--- config.mk ---
export PLATFORM = sky130hd
export DESIGN_NAME = dsp_result_serializer
export DESIGN_NICKNAME = d
export VERILOG_FILES = /design/src/rtl/dsp_result_serializer.sv
export SDC_FILE = /design/constraint.sdc
export NUM_CORES = 1
export LEC_CHECK = 0
export CAP_MARGIN = 5
export CORE_MARGIN = 10
export CORE_UTILIZATION = 50
export DETAILED_ROUTE_END_ITERATION = 7
export PLACE_DENSITY_LB_ADDON = 0.12
export SETUP_SLACK_MARGIN = 0.15
export SYNTH_ARGS = -nofsm -noshare
export SYNTH_HDL_FRONTEND = slang
export SYNTH_SLANG_ARGS = --single-unit
--- constraint.sdc ---
create_clock -name clk -period 4.9 [get_ports clk]
set_input_delay 0.98 -clock clk [delete_from_list [all_inputs] [get_ports clk]]
set_output_delay 0.98 -clock clk [all_outputs]
set_load 0.005 [all_outputs]
--- src/rtl/dsp_result_serializer.sv ---
`default_nettype none
// ============================================================================
//  Module   : dsp_result_serializer
//  Purpose  : Drains DSP48A1 results (48-bit P plus CARRYOUT) through a small
//             FIFO and emits each one as a 7-byte frame on a byte-wide
//             valid/ready stream toward the host/UART bridge.
//
//             Frame layout, in transmit order:
//               byte0 = {HDR_NIBBLE, 3'b000, carryout}
//               byte1 = P[7:0]  ...  byte6 = P[47:40]   (little-endian)
//
//  Ports    : clk       - clock, all logic on the rising edge
//             rst       - asynchronous active-high reset
//             flush     - synchronous: empty FIFO and abort current frame
//             in_valid  - result word present on p_in / cout_in
//             in_ready  - block can accept a result this cycle
//             p_in      - DSP48A1 P result (48 bits)
//             cout_in   - DSP48A1 CARRYOUT accompanying p_in
//             tx_data   - frame byte
//             tx_valid  - tx_data valid
//             tx_ready  - downstream accepts byte
//             tx_last   - marks final byte (byte 6) of a frame
//             busy      - FIFO non-empty or frame in progress
//
//  Revision : 1.0 - initial release
// ============================================================================
module dsp_result_serializer #(
  parameter int         FIFO_DEPTH = 4,
  parameter logic [3:0] HDR_NIBBLE = 4'hA
) (
  input  logic        clk,
  input  logic        rst,
  input  logic        flush,
  input  logic        in_valid,
  output logic        in_ready,
  input  logic [47:0] p_in,
  input  logic        cout_in,
  output logic [7:0]  tx_data,
  output logic        tx_valid,
  input  logic        tx_ready,
  output logic        tx_last,
  output logic        busy
);

  localparam int PTR_W = $clog2(FIFO_DEPTH);
  localparam int CNT_W = PTR_W + 1;

  localparam logic [CNT_W-1:0] C_FULL_COUNT = CNT_W'(FIFO_DEPTH);
  localparam logic [CNT_W-1:0] C_CNT_ONE    = CNT_W'(1);
  localparam logic [PTR_W-1:0] C_PTR_ONE    = PTR_W'(1);
  localparam logic [2:0]       C_LAST_IDX   = 3'd6;

  localparam logic [0:0] S_IDLE = 1'b0;
  localparam logic [0:0] S_SEND = 1'b1;

  // --------------------------------------------------------------------------
  // State
  // --------------------------------------------------------------------------
  logic [48:0]      r_mem [FIFO_DEPTH];
  logic [PTR_W-1:0] r_wr_ptr;
  logic [PTR_W-1:0] r_rd_ptr;
  logic [CNT_W-1:0] r_count;

  logic [0:0]       r_state;
  logic [2:0]       r_idx;
  // Bit 48 holds the carry for the header byte; bits 47:0 are shifted right
  // by one byte after each payload byte so the current byte is always [7:0].
  logic [48:0]      r_shreg;

  // --------------------------------------------------------------------------
  // Handshake decode
  // --------------------------------------------------------------------------
  logic        w_fifo_empty;
  logic        w_push;
  logic        w_pop;
  logic        w_tx_accept;
  logic        w_frame_done;
  logic [48:0] w_head;

  assign w_fifo_empty = (r_count == '0);
  assign w_head       = r_mem[r_rd_ptr];

  // in_ready depends only on the registered count, so a pop in the same
  // cycle never opens the input while the FIFO is full.
  assign in_ready     = (r_count != C_FULL_COUNT);

  assign w_tx_accept  = (r_state == S_SEND) && tx_ready;
  assign w_frame_done = w_tx_accept && (r_idx == C_LAST_IDX);

  // flush outranks both sides: the concurrent input word is dropped and no
  // entry leaves the FIFO on that edge.
  assign w_push = in_valid && in_ready && !flush;
  assign w_pop  = !flush && !w_fifo_empty &&
                  ((r_state == S_IDLE) || w_frame_done);

  // --------------------------------------------------------------------------
  // FIFO storage (data only, no reset needed: validity tracked by count)
  // --------------------------------------------------------------------------
  always_ff @(posedge clk) begin
    if (w_push) begin
      r_mem[r_wr_ptr] <= {cout_in, p_in};
    end
  end

  // --------------------------------------------------------------------------
  // FIFO pointers and occupancy
  // --------------------------------------------------------------------------
  always_ff @(posedge clk or posedge rst) begin
    if (rst) begin
      r_wr_ptr <= '0;
      r_rd_ptr <= '0;
      r_count  <= '0;
    end else if (flush) begin
      r_wr_ptr <= '0;
      r_rd_ptr <= '0;
      r_count  <= '0;
    end else begin
      if (w_push) begin
        r_wr_ptr <= r_wr_ptr + C_PTR_ONE;
      end
      if (w_pop) begin
        r_rd_ptr <= r_rd_ptr + C_PTR_ONE;
      end
      case ({w_push, w_pop})
        2'b10:   r_count <= r_count + C_CNT_ONE;
        2'b01:   r_count <= r_count - C_CNT_ONE;
        default: r_count <= r_count;
      endcase
    end
  end

  // --------------------------------------------------------------------------
  // Frame sequencer
  // --------------------------------------------------------------------------
  always_ff @(posedge clk or posedge rst) begin
    if (rst) begin
      r_state <= S_IDLE;
      r_idx   <= 3'd0;
      r_shreg <= '0;
    end else if (flush) begin
      r_state <= S_IDLE;
      r_idx   <= 3'd0;
      r_shreg <= '0;
    end else if (w_pop) begin
      // Covers both the IDLE start and the zero-bubble reload after byte 6.
      r_state <= S_SEND;
      r_idx   <= 3'd0;
      r_shreg <= w_head;
    end else if (w_frame_done) begin
      r_state <= S_IDLE;
      r_idx   <= 3'd0;
    end else if (w_tx_accept) begin
      r_idx <= r_idx + 3'd1;
      // The header byte does not consume payload; every payload byte does.
      if (r_idx != 3'd0) begin
        r_shreg[47:0] <= {8'h00, r_shreg[47:8]};
      end
    end
  end

  // --------------------------------------------------------------------------
  // Outputs (registered state only; tx_ready never reaches these)
  // --------------------------------------------------------------------------
  always_comb begin
    tx_data = 8'h00;
    if (r_state == S_SEND) begin
      if (r_idx == 3'd0) begin
        tx_data = {HDR_NIBBLE, 3'b000, r_shreg[48]};
      end else begin
        tx_data = r_shreg[7:0];
      end
    end
  end

  assign tx_valid = (r_state == S_SEND);
  assign tx_last  = (r_state == S_SEND) && (r_idx == C_LAST_IDX);
  assign busy     = (r_state == S_SEND) || !w_fifo_empty;

endmodule
`default_nettype wire

==> impl_metrics.toml, run 1 <==
[worst_setup_path]
start_kind = "flop"
worstSetupPathType = "flop to output pin"
crit_path_end_kind = "output pin"
arrival_ns = 2.35
slowest_delay_ns = 0.50
required_ns = 3.92
path_max_fanout = 5
path_buf_inv = 2
cp_top_family = "simple AND/OR/NAND/NOR gates"
cp_slowest_cell = "clkdlybuf4s50_1"
worstPathCellList = "inv_1 -> ha_1 -> nor2b_2 -> nor2b_1 -> and2_1 -> clkdlybuf4s50_1"

[sta]
fmax_mhz = 300
drv_slew = 0
clock_skew_ns = 0.00746
rsz0062_at_grt = "no"
relSlewSlack_pct = 28.8
hold_viol = 0
fin_tns_setup_ns = 0
tightestPinTransition_ns = 1.07
setup_violations = 0
holdWs_ns = 0.489
period_share_pct = 68.0
final.min_clock_period_ns = 3.33

[route]
vias = 4895
dr.pass1.iters = 4
ant_nets = 0
drt_iter0_markers = 236
vias_per_cell = 5.61
avgRoutedWirePerCell_um = 22.3
drc = 0
wl_um = 19500

[clock_tree]
cts_tree = "done"
numCtsBuffers = 27
htreeDepth = 1
ctsHoldBuffers = 0
cts.sinks = 256
cts_resized = 0
cts_root_buffer = "clkbuf_16"
path_clk_slew_ns = 0.06
post_cts_buffers = 0
insertion_delay_ns = 0.51
clockBufferDepth = 3

[finish]
final-instance-count-excl-fill = 873
final_util_pct = 59.5
drive_above_1_share_pct = 24.2
diodes = 0
syn_to_final_growth_pct = 16.5
stdcell_area_um2 = 12100
fillCellCount = 1523
nNetsFinal = 645

[logic_synthesis]
synth_top_flop_cell = "edfxtp_1"
yosysWarnings = 0
netlist_instances = 507
ys_seq_elements = 256
yosysTopAreaCellShare_pct = 56.7
yosys-top-cells-area = "edfxtp_1, dfrtp_1, mux4_2"
syn-cell-area_um2 = 10400
ys_seq_area_share_pct = 71.2
synth_edf_count = 196
synth_area_leader_cell = "edfxtp_1"
syn_avg_cell_area_um2 = 20.5
synth.net_count = 569
async_flop_share_pct = 23.4
yosysMostFrequentCell = "edfxtp_1"
ys_types = 47
synthTopCellsByCount = "edfxtp_1, dfrtp_1, mux4_2"

[placed_design]
hpwl_um = 11900
port-buffer-count = 65
gp_congestion = 0.746
dp_cells = 824
place_area_um2 = 11200

[pwr]
leakage_nw = 4.07
ir_worst_vdd_v = 0.000341
p_per_area_nw_per_um2 = 514

[die]
die-height_um = 164
coreArea_um2 = 20300
rows = 52
initial_core_util_pct = 51.1
fp.dieW_um = 164
die-area_um2 = 26900
ios = 66

[grt]
overflow = 0
top_usage_layer = "met2"
grtUsageMet1_pct = 19.1
met3_usage_pct = 2.95
first_global_vias = 5358
grt_use_total_pct = 14.8
grt_max_degree = 54
grt_pass1_wl_um = 30800
grt_use_met2_pct = 25.5
antenna_found_initial = 0

[hold_path]
hold_class = "flop to flop"

[flow_run]
max_cap_violations = 0

[run_status]
outcome = "complete, no violations"
worst register-to-register path, cell delays in order (launching register included):
cell       delay [ns]
dfrtp_1          0.39
inv_1            0.12
ha_1             0.26
nand3_2          0.18
a211oi_4         0.30
buf_4            0.72
mux2i_1          0.38
o2bb2ai_2        0.08
path summary, 6_finish.rpt:
kind | end | cells past startpoint | startpoint | slack [ns]
worst max-delay path | tx_data[1] | 6 | r_idx[0] | 1.57
worst min-delay path | r_shreg[4] | 1 | r_shreg[4] | 0.49
worst max register to register | r_shreg[18] | 7 | r_idx[0] | 2.34
worst min register to register | r_shreg[4] | 1 | r_shreg[4] | 0.49
max in group asynchronous | r_shreg[40] | 3 | rst | 3.10
min in group asynchronous | r_wr_ptr[1] | 2 | rst | 0.91
kinds of logic (layout without fill, tap and decap cells):
group                    count (synthesis)  in the layout  share of synthesized area [%]
buffers and inverters                   37            133                           2.64
flip-flops                             256            256                           71.2
AO/OA/AOI/OAI                           65             65                           7.08
adder cells (fa/ha/maj)                  8              8                           1.04
multiplexers                            94             94                           15.0
AND/OR/NAND/NOR                         43             43                           2.61
XOR/XNOR                                 4              4                          0.410
cell type report:
type                    count  area, um^2  share of cell area, %
clock buffers              30         687                   5.69
clock inverters            19         174                   1.44
inverters                   7        26.3                  0.217
multi-input cells         214        2720                   22.5
flip-flops and latches    256        7390                   61.2
well taps                 270         338                   2.80
repair buffers             77         741                   6.13
placed cells by master, fill, tap and decap left out, drive strengths merged, types with 5 or more instances in the layout:
master and count:
mux2i 43, nor2b 5, nor2 7, a21oi 6, nand2 8, o2bb2ai 40
ha 7, dfrtp 60, buf 12, clkinv 12, inv 9, clkbuf 30
and2 10, edfxtp 196, clkdlybuf4s50 65, a22o 8, mux4 49
layer usage:
layer / up-vias / part of all wire [%]
li1: 2210 / -
met5: - / 0
met1: 2552 / 43
met4: 0 / 1.4
met3: 24 / 4.3
met2: 109 / 52
power by group:
| group | internal [mW] | leakage, nW | switching (mW) |
|---|---|---|---|
| logic | 0.699 | 1.06 | 0.626 |
| registers | 2.61 | 2.59 | 0.316 |
| clock network | 1.17 | 0.419 | 0.790 |
| total | 4.48 | 4.07 | 1.73 |
state kept, by name, summed over array words and instances (netlist names):
signal / flops
tx_valid: 1
r_rd_ptr: 2
r_count: 3
r_shreg: 49
r_mem: 196
r_wr_ptr: 2
r_idx: 3
stage by stage:
step | total power [mW] | worst slack [ns]
after floorplan | 4.00 | 2.08
after global placement | 4.30 | 1.45
after detailed placement | 4.33 | 1.42
after CTS | 6.30 | 1.51
after global routing | 6.52 | 1.44
final | 6.21 | 1.57
Power figures use the tool's default switching activity.
==> run 2: changes to the inputs <==
clock period = 2.7 ns   (was 4.9 ns; I/O delays follow)
==> run 2 against run 1 <==
  * Utilization is 1.5 points higher
  * Design area up 2.6%
  * Via count increased by 1.8%
  * Sequential power up 75%
  * Total power rose by 88%
  * Clock power up 83%
  * Register-to-register slack got worse by 2.0 ns
==> impl_metrics.toml, run 2 (same netlist as run 1, synthesis figures left out) <==
[pwr]
ir_worst_vdd_v = 0.000601
power_mw = 11.7
p_per_area_nw_per_um2 = 941
leakage_nw = 4.26

[grt]
top_usage_layer = "met2"
grt_pass1_wl_um = 31200
met3_usage_pct = 2.93
grt_max_degree = 50
antenna_found_initial = 0
grtUsageMet1_pct = 19.9
first_global_vias = 5448
overflow = 0
grt_use_total_pct = 15.1
grt_use_met2_pct = 25.4

[route]
vias = 4985
dr.pass1.iters = 4
drt_iter0_markers = 236
avgRoutedWirePerCell_um = 22.1
wl_um = 19800
drc = 0
vias_per_cell = 5.56
ant_nets = 0

[worst_setup_path]
r2r_cells = 9
crit_path_end_kind = "output pin"
rr_startpoint = "r_idx[0]"
start_kind = "flop"
reg2reg_slack_ns = 0.36
required_ns = 2.16
worstSetupPathType = "flop to output pin"
reg2reg_to = "r_shreg[26]"
path_max_fanout = 4
arrival_ns = 1.91

[finish]
nNetsFinal = 668
layout_commonest_cell = "edfxtp_1"
syn_to_final_growth_pct = 19.5
diodes = 0
final_cell_mix = "edfxtp_1, dfrtp_1, clkdlybuf4s50_1, mux4_2, mux2i_1"
regArea_um2 = 7390
final_util_pct = 61.0
largestRegisters = "r_mem: 196 flops, r_shreg: 49 flops"
largest-register = "r_mem"
largest_register_ffs = 196
multiInputGateArea_um2 = 2750
drive_above_1_share_pct = 27.8
fillCellCount = 1469

[clock_tree]
clockBufferDepth = 3
numCtsBuffers = 26
insertion_delay_ns = 0.52
cts_tree = "done"
cts.sinks = 256
path_clk_slew_ns = 0.06
htreeDepth = 1
cts_root_buffer = "clkbuf_16"

[die]
rows = 52
fp.dieW_um = 164
ios = 66
coreArea_um2 = 20300
initial_core_util_pct = 51.1
die-height_um = 164
die-area_um2 = 26900

[sta]
relSlewSlack_pct = 27.0
fin_tns_setup_ns = 0
hold_viol = 0
drv_slew = 0
final.min_clock_period_ns = 2.45
rsz0062_at_grt = "no"
period_share_pct = 90.8
tightestPinTransition_ns = 1.09
fin_ws_ns = 0.248
fmax_mhz = 408
clock_skew_ns = 0.00927
setup_violations = 0

[hold_path]
hold_class = "input port to async pin"

[placed_design]
gp_congestion = 0.780
hpwl_um = 11900
port-buffer-count = 65
pre_cts_ws_ns = -0.107

[flow_run]
max_cap_violations = 0

[run_status]
outcome = "complete, no violations"
run 2: cell types whose count changed in the layout (fill, tap and decap cells not counted), moves of 2 or more:
cell	delta
inv_6	-2
clkdlybuf4s50_1	-8
ha_1	-2
buf_4	+11
clkinvlp_4	-2
buf_6	+3
dlygate4sd2_1	+5
clkbuf_2	+2
buf_12	+9
ha_2	+2
clkbuf_1	+6
clkinv_1	-3
nor2b_4	+2
run 2: what timing repair did:
action                                 CTS  global route
resized for setup                       16             9
cloned                                   0             1
buffers inserted                         5             1
setup endpoints to repair               17            37
pin swaps                                1             1
hold buffers                             0             0
endpoints found under the hold margin    0             0
run 2: worst max path at each step:
stage | cells past startpoint | slack, ns | from | endpoint
after floorplan | 11 | 0.30 | r_idx[0] | r_count[2]
after global placement | 8 | -0.05 | tx_ready | r_shreg[26]
after detailed placement | 8 | -0.11 | tx_ready | r_shreg[26]
after CTS | 8 | 0.1 | r_idx[0] | tx_data[6]
after global routing | 7 | 0.17 | r_idx[0] | tx_data[3]
final | 7 | 0.25 | r_idx[0] | tx_data[3]
run 2: area by class of cell:
| type | count | share of cell area [%] |
|---|---|---|
| clock buffers | 36 | 5.73 |
| clock inverters | 12 | 1.25 |
| inverters | 7 | 0.212 |
| multi-input cells | 215 | 22.2 |
| flip-flops and latches | 256 | 59.7 |
| well taps | 270 | 2.73 |
| repair buffers | 100 | 8.20 |
run 2: through the flow:
stage	hold WS, ns	cell area, um^2	instances
4_1_cts	0.339	12400	894
6_report	0.337	12400	896
2_1_floorplan	0.455	10400	507
3_5_place_dp	0.474	11500	841
3_3_place_gp	0.472	11500	841
5_1_grt	0.368	12400	896
run 2: per-layer routing:
layer	part of all wire, %	vias to the layer above	wire length, um
met5	0	-	0
met4	1.8	0	355
met3	4.3	28	857
met2	50	103	9940
met1	44	2596	8660
li1	-	2258	-
run 2: worst max-delay path, cell delays in order, from the launching register on:
cell,delay (ns)
dfrtp_1,0.36
inv_2,0.06
ha_2,0.18
nor2b_4,0.13
buf_6,0.13
nor2b_4,0.14
and2_1,0.14
dlygate4sd2_1,0.24
run 2: report_power, final:
| group | switching (mW) | internal, mW |
|---|---|---|
| Sequential | 0.376 | 4.75 |
| Clock | 1.38 | 2.21 |
| Combinational | 1.44 | 1.50 |
| Total | 3.20 | 8.46 |
